$ cat src/rtl/lab2_pkg.sv
// lab2_pkg: shared state encoding and default operand width for the serial subtractor
package lab2_pkg;
   localparam int WIDTH_DEF = 4;
   typedef enum logic [1:0] {
      IDLE = 2'd0,
      RUN  = 2'd1,
      DONE = 2'd2
   } state_e;
endpackage

$ cat src/rtl/lab2_serial_sub_ctrl_if.sv
// lab2_serial_sub_ctrl_if: request/result bundle
// master drives start/a/b and observes diff/borrow/busy/done; slave is the controller side
interface lab2_serial_sub_ctrl_if import lab2_pkg::*; #(parameter int WIDTH = WIDTH_DEF);
   logic             start;
   logic [WIDTH-1:0] a;
   logic [WIDTH-1:0] b;
   logic [WIDTH-1:0] diff;
   logic             borrow;
   logic             busy;
   logic             done;
   modport master (output start, a, b, input diff, borrow, busy, done);
   modport slave (input start, a, b, output diff, borrow, busy, done);
endinterface

$ cat src/rtl/lab2_full_sub_bit.sv
// lab2_full_sub_bit: one-bit full subtractor from two half subtractors
// ports: x minuend bit, y subtrahend bit, bin borrow in, d difference, bout borrow out
module lab2_full_sub_bit (
   input  logic x,
   input  logic y,
   input  logic bin,
   output logic d,
   output logic bout
);
   logic d1, b1, b2;
   lab2_half_sub u_hs0 (.x(x), .y(y), .d(d1), .bo(b1));
   lab2_half_sub u_hs1 (.x(d1), .y(bin), .d(d), .bo(b2));
   assign bout = b1 | b2;
endmodule

$ cat src/rtl/lab2_half_sub.sv
// lab2_half_sub: one-bit half subtractor
// ports: x minuend bit, y subtrahend bit, d difference, bo borrow out
module lab2_half_sub (
   input  logic x,
   input  logic y,
   output logic d,
   output logic bo
);
   assign d  = x ^ y;
   assign bo = ~x & y;
endmodule

$ cat src/rtl/lab2_serial_sub_ctrl.sv
// lab2_serial_sub_ctrl: LSB-first bit-serial subtractor, one bit per clock
// ports: clk, reset (sync, active-high), bus (slave: start/a/b in, diff/borrow/busy/done out)
module lab2_serial_sub_ctrl import lab2_pkg::*; #(parameter int WIDTH = WIDTH_DEF) (
   input  logic                   clk,
   input  logic                   reset,
   lab2_serial_sub_ctrl_if.slave  bus
);
   localparam int CW = $clog2(WIDTH + 1);
   state_e           state_q, state_d;
   logic [WIDTH-1:0] a_q, a_d, b_q, b_d, diff_q, diff_d;
   logic             borrow_q, borrow_d;
   logic [CW-1:0]    cnt_q, cnt_d;
   logic             d, bout;
   lab2_full_sub_bit u_bit (.x(a_q[0]), .y(b_q[0]), .bin(borrow_q), .d(d), .bout(bout));
   always_comb begin
      state_d  = state_q;
      a_d      = a_q;
      b_d      = b_q;
      diff_d   = diff_q;
      borrow_d = borrow_q;
      cnt_d    = cnt_q;
      case (state_q)
         IDLE: if (bus.start) begin
            state_d  = RUN;
            a_d      = bus.a;
            b_d      = bus.b;
            borrow_d = 1'b0;
            cnt_d    = '0;
         end
         RUN: begin
            // diff fills from the MSB so bit 0 lands at the LSB after WIDTH shifts
            diff_d   = {d, diff_q[WIDTH-1:1]};
            a_d      = a_q >> 1;
            b_d      = b_q >> 1;
            borrow_d = bout;
            cnt_d    = cnt_q + CW'(1);
            state_d  = (cnt_q == CW'(WIDTH - 1)) ? DONE : RUN;
         end
         DONE:    state_d = IDLE;
         default: state_d = IDLE;
      endcase
   end
   always_ff @(posedge clk) begin
      if (reset) begin
         state_q  <= IDLE;
         a_q      <= '0;
         b_q      <= '0;
         diff_q   <= '0;
         borrow_q <= 1'b0;
         cnt_q    <= '0;
      end else begin
         state_q  <= state_d;
         a_q      <= a_d;
         b_q      <= b_d;
         diff_q   <= diff_d;
         borrow_q <= borrow_d;
         cnt_q    <= cnt_d;
      end
   end
   assign bus.diff   = diff_q;
   assign bus.borrow = borrow_q;
   assign bus.busy   = (state_q != IDLE);
   assign bus.done   = (state_q == DONE);
endmodule

$ cat src/flat_wrapper.sv
// flat-port wrapper written by rule: the top's interface ports become plain ports
module lab2_serial_sub_ctrl_flat import lab2_pkg::*;
#(parameter int WIDTH = WIDTH_DEF)
  (clk, reset, bus_start, bus_a, bus_b, bus_diff, bus_borrow, bus_busy, bus_done);
  lab2_serial_sub_ctrl_if #(.WIDTH(WIDTH)) bus_i ();
  input  logic clk;
  input  logic reset;
  input wire logic [$bits(bus_i.start)-1:0] bus_start;
  input wire logic [$bits(bus_i.a)-1:0] bus_a;
  input wire logic [$bits(bus_i.b)-1:0] bus_b;
  output wire logic [$bits(bus_i.diff)-1:0] bus_diff;
  output wire logic [$bits(bus_i.borrow)-1:0] bus_borrow;
  output wire logic [$bits(bus_i.busy)-1:0] bus_busy;
  output wire logic [$bits(bus_i.done)-1:0] bus_done;
  assign bus_i.start = bus_start;
  assign bus_i.a = bus_a;
  assign bus_i.b = bus_b;
  assign bus_diff = bus_i.diff;
  assign bus_borrow = bus_i.borrow;
  assign bus_busy = bus_i.busy;
  assign bus_done = bus_i.done;
  lab2_serial_sub_ctrl #(.WIDTH(WIDTH)) u_core (.clk(clk), .reset(reset), .bus(bus_i));
endmodule
$ cat config.mk
export PLATFORM = sky130hd
export DESIGN_NAME = lab2_serial_sub_ctrl_flat
export DESIGN_NICKNAME = d
export VERILOG_FILES = /design/src/rtl/lab2_pkg.sv /design/src/rtl/lab2_serial_sub_ctrl_if.sv /design/src/rtl/lab2_full_sub_bit.sv /design/src/rtl/lab2_half_sub.sv /design/src/rtl/lab2_serial_sub_ctrl.sv /design/src/flat_wrapper.sv
export SDC_FILE = /design/constraint.sdc
export NUM_CORES = 1
export LEC_CHECK = 0
export CAP_MARGIN = 0
export CORE_MARGIN = 4
export CORE_UTILIZATION = 47
export DETAILED_ROUTE_END_ITERATION = 8
export PLACE_DENSITY = 0.73
export SLEW_MARGIN = 5
export SYNTH_ARGS = -nofsm -noshare
export SYNTH_HDL_FRONTEND = slang
export SYNTH_SLANG_ARGS = --single-unit
$ cat constraint.sdc
create_clock -name clk -period 1.2 [get_ports clk]
set_input_delay 0.36 -clock clk [delete_from_list [all_inputs] [get_ports clk]]
set_output_delay 0.36 -clock clk [all_outputs]
set_load 0.05 [all_outputs]
== Yosys cells after proc, flatten, opt, wreduce, memory -nomap -nowiden ==
Index checks and enable logic that the tools add are counted.

* Bits in registers: 18
* Input port bits: 11
* Output and inout bits: 7
* Logic and storage cells: 33

* Add/sub/neg operators: 1
* Equality and inequality tests: 4
* Multiplexer cells: 11
* Bitwise gates (word level): 7
* Reduce and logical (&&, ||, !) cells: 4

{| class="wikitable"
|+ Operators by type and width
! cell !! number
|-
| $pmux 4 s2 || 2
|-
| $mux 4 || 2
|-
| $pmux 3 s2 || 1
|-
| $mux 2 || 2
|-
| $pmux 2 s2 || 1
|-
| $reduce_bool 2->1 || 2
|-
| $add 3x1->3 const B || 1
|-
| $eq 3x2->1 const B || 1
|-
| $mux 3 || 1
|-
| $and 1x1->1 || 2
|-
| $eq 2x1->1 const B || 1
|-
| $eq 2x2->1 const B || 1
|-
| $logic_not 2->1 || 1
|-
| $ne 2x2->1 const B || 1
|-
| $not 1->1 || 2
|-
| $pmux 1 s2 || 1
|-
| $reduce_and 2->1 || 1
|-
| $xor 1x1->1 || 2
|-
| $mux 1 || 1
|-
| $or 1x1->1 || 1
|}

== Depth between registers and ports, before layout ==
* Depth after elaboration: 5
* Gate-level depth with buffers: 5
* Depth with buffers taken out: 5

== Hierarchy ==
From an unflattened synthesis, not the netlist that was laid out.

* Cell total of the unflattened synthesis: 91
* Area, all modules: 797.0 um^2

{| class="wikitable"
|+ Modules (own cells, without submodules)
! module !! instances !! cells each !! area each (um^2) !! sequential area each (um^2)
|-
| lab2_serial_sub_ctrl || 1 || 84 || 750.7 || 360.3
|-
| lab2_half_sub || 2 || 3 || 20.0 || 0.0
|-
| lab2_full_sub_bit || 1 || 1 || 6.3 || 0.0
|}

== Least setup slack after synthesis ==
No wires, ideal clock.

* Path type: register to output
* Start: reg u_core.state_q[1]
* End: out bus_done
* Arrival time: 1.150 ns
* Data required time: 0.840 ns
* Slack: -0.310 ns
* Stages on the path, launching flop included: 3
* Buffers on the path: 1
* Path through: dfxtp_1 buf_6 nor2b_1

* Longest elaborated chain between the ends: 1

{| class="wikitable"
|+ Ends and longest elaborated chain
! what !! line !! source
|-
| from (decl) || lab2_serial_sub_ctrl.sv:9 || <nowiki>state_e state_q, state_d;</nowiki>
|-
| from (signal assigned) || lab2_serial_sub_ctrl.sv:52 || <nowiki>state_q <= state_d;</nowiki>
|-
| $eq 2x2->1 || lab2_serial_sub_ctrl.sv:63 || <nowiki>assign bus.done = (state_q == DONE);</nowiki>
|-
| to (decl) || flat_wrapper.sv:14 || <nowiki>output wire logic [$bits(bus_i.done)-1:0] bus_done;</nowiki>
|}

No other way between the ends.

== Worst setup path in the final report ==
* Start: reg u_core.state_q[1]
* End: reg u_core.a_q[2]

* Longest elaborated chain between the ends: 3
* Elaborated cells on any way between the ends: 6
* Classes of those cells: 2 x eq/ne; 1 x mux; 3 x reduce/logical

{| class="wikitable"
|+ Ends and longest elaborated chain
! what !! line !! source
|-
| $eq 2x1->1 or $logic_not 2->1 (tied branches) || lab2_serial_sub_ctrl.sv:22 || <nowiki>case (state_q)</nowiki>
|-
| $reduce_bool 2->1 (no source line) or $ne 2x2->1 (tied branches) || -- ||
|-
| $reduce_and 2->1 (no source line) || -- ||
|-
| to (signal assigned) || lab2_serial_sub_ctrl.sv:46 || <nowiki>a_q <= '0;</nowiki>
|-
| to (signal assigned) || lab2_serial_sub_ctrl.sv:53 || <nowiki>a_q <= a_d;</nowiki>
|-
| to (decl) || lab2_serial_sub_ctrl.sv:10 || <nowiki>logic [WIDTH-1:0] a_q, a_d, b_q, b_d, diff_q, diff_d;</nowiki>
|}

Several ways; a longest one is shown, not always the timed one.
A chain may end at the register's enable or synchronous reset.

==> summary.txt <==
Post-cts hold buffer count: 0
Ports: 18
Synth Cell Area: 811 um^2
Fin crit share: 122%
Status: finished with violations
Max rail drop VDD: 0.653 mV
CP required: 1400 ps
Post-Route WL: 2410 um
Placer Congestion: 0.704
Arrival @ worst endpoint: 1660 ps
Yosys reg bits: 18
Residual DRC: 0
RSZ-0062 raised after global routing: true
Later-pin clock latency in the skew report: 300 ps
Die area: 2450 um^2
Layout cells sized above 1: 55.6%
Area of the core: 1560 um^2
Max Transition Viols Final: 0
Endpoints failing setup: 16
Die H: 49.5 um
CTS sink cnt: 18
Synth Flop Type: dfxtp_1
DRT Pass-1 Iters: 4
Antenna violation net count after detailed routing: 0
Max FO, Critical Path: 5
Max Fclk: 0.683 GHz
GRT Util Overall: 16.6%
Maximum Capacitance Violations: 0
Share of the synthesized area in the top cell type: 44.4%
Diode count: 0
Cells along the critical path: buf_4 -> buf_6 -> buf_6 -> o21ba_4 -> buf_6 -> nor2_1 -> nor4_1
Area Overhead vs Synth: 75.6%
Cts bufs inserted: 3
Violated checks: setup timing
Layout Nets: 141
Commonest non-fill, non-tap cell in the layout: nor2_1
Clock buffer depth: 2
Critical Path Most Common Cell: buf_6
Clock Root Buffer: clkbuf_4
Synth top area cells: dfxtp_1 (44%), nor2_1 (10%), buf_6 (4.2%)
Cell taking the most area after synthesis: dfxtp_1
Dpl cell area: 1090 um^2
Final Hold Vio Count: 0
Slew @ Worst Pin: 292 ps
Critical path capture point type: flip-flop
Global-route wire length before repair: 3150 um
Final min period: 1460 ps
Vias/cell: 5.61
Largest net degree at the start of global routing: 19
Synth warn: 0
CP startpoint kind: flip-flop
Post-layout worst setup margin: -265 ps
Fin Hold WS: 468 ps
DR WL/cell: 17.0 um
Avg Cell Area, Syn: 8.91 um^2
Die X: 49.5 um
Grt ovf: 0
Critical path class: flip-flop to flip-flop
Slowest CP cell: dfxtp_4
Mapped Cells: 91
Unique masters post-synth: 28
Initial antenna violation count: 0
Number of enable flip-flop cells after synthesis: 0
Final Cell Area: 1420 um^2
Sequential area share after synthesis: 44.4%
Sequential cell area: 385 um^2
DR iter-0 viols: 31
Vias: 797
Syn_nets: 105
Dpl hpwl: 1110 um
Slew Limit Headroom: 80.3%
Pleak: 0.000576 uW
Most frequent cells in the layout: nor2_1 (16), buf_4 (10), dfxtp_1 (10)
CTS tree: done
Footprint of the multi-input gates: 517 um^2
Initial Util: 52.0%
Hold Path Class: flip-flop to flip-flop
Pwr Density: 993 nW/um^2
H-tree depth: 1
Async SR Flop Fraction: 0%
Clock transition at path regs: 110 ps
Site row count: 14
Final setup skew: 4.34 ps
IO buf count: 17
CP max stage delay: 370 ps
Final-layout fill cell count: 58
Vias in the first global route: 706
## cells by family after synthesis
kind of cell / after synthesis / synth area share [%]
fa+ha+maj: 3 / 5.56
compound gates: 15 / 13.7
buf+inv: 10 / 8.49
flops: 18 / 44.4
mux: 1 / 1.23
simple gates: 44 / 26.5
## stage by stage
stage                     std cells  worst slack, ps  total power (uW)  setup TNS (ps)  utilization (%)
final                           142             -265              1410           -1940             91.3
after global routing            142             -364              1480           -2860             91.3
after CTS                       136             -209              1320           -1220             79.5
after detailed placement        124             -421               929           -4210             70.1
after global placement          124             -416               924           -4120             70.1
after floorplan                  91             76.2               823               0                -
## cells in the mapped netlist, types with 2 or more instances
cell and count:
a21oi_1 5, a22oi_1 2, buf_4 2, buf_6 3, dfxtp_1 18, ha_1 2, inv_1 3, nand2_1 6
nand3b_1 2, nor2_1 22, nor2b_1 3, nor3_1 2, nor4_1 5, o21ai_0 2
## power by group
part / internal (uW) / switching, uW / total [uW]
sequential: 626 / 31.4 / 658
combinational: 196 / 173 / 369
clock: 185 / 203 / 388
total: 1010 / 408 / 1410
## sequential cells by signal, indices dropped and copies added, names as in the netlist
name,flops
u_core.a_q,4
u_core.b_q,4
u_core.bus.borrow,1
u_core.bus.diff,4
u_core.state_q,2
u_core.cnt_q,3
## area by class of cell
class / count / area share, %
clock buffer: 4 / 2.55
multi-input combinational: 63 / 36.3
tap: 16 / 1.41
sequential: 18 / 27.1
timing repair buffer: 38 / 31.9
inverter: 3 / 0.791
## critical path, delay by kind of cell, from the launching register on
| kind | cells | cell delay [ps] |
|---|---|---|
| flops | 1 | 370 |
| simple gates | 2 | 260 |
| buf+inv | 4 | 470 |
| compound gates | 1 | 260 |
## worst paths after layout
check / startpoint / to / slack [ps] / cells past startpoint
max: u_core.state_q[1] / u_core.a_q[2] / -260 / 7
min: u_core.cnt_q[0] / u_core.cnt_q[0] / 470 / 1
max reg2reg: u_core.state_q[1] / u_core.a_q[2] / -260 / 7
min reg2reg: u_core.cnt_q[0] / u_core.cnt_q[0] / 470 / 1
## layer usage
layer,global-route usage [%],vias up,share of wire [%]
met5,0,-,0
met4,6.91,0,2.6
met1,20.1,379,39
met3,4.52,8,5.8
li1,-,376,-
met2,27.3,34,53
## what timing repair did
item	4_1_cts	5_1_grt
endpoints found under the setup margin	14	22
buffers inserted	8	7
gates resized for setup	17	41
pin swaps	8	18
gates cloned	0	0
Note: power is estimated with default switching activity, not from simulation.
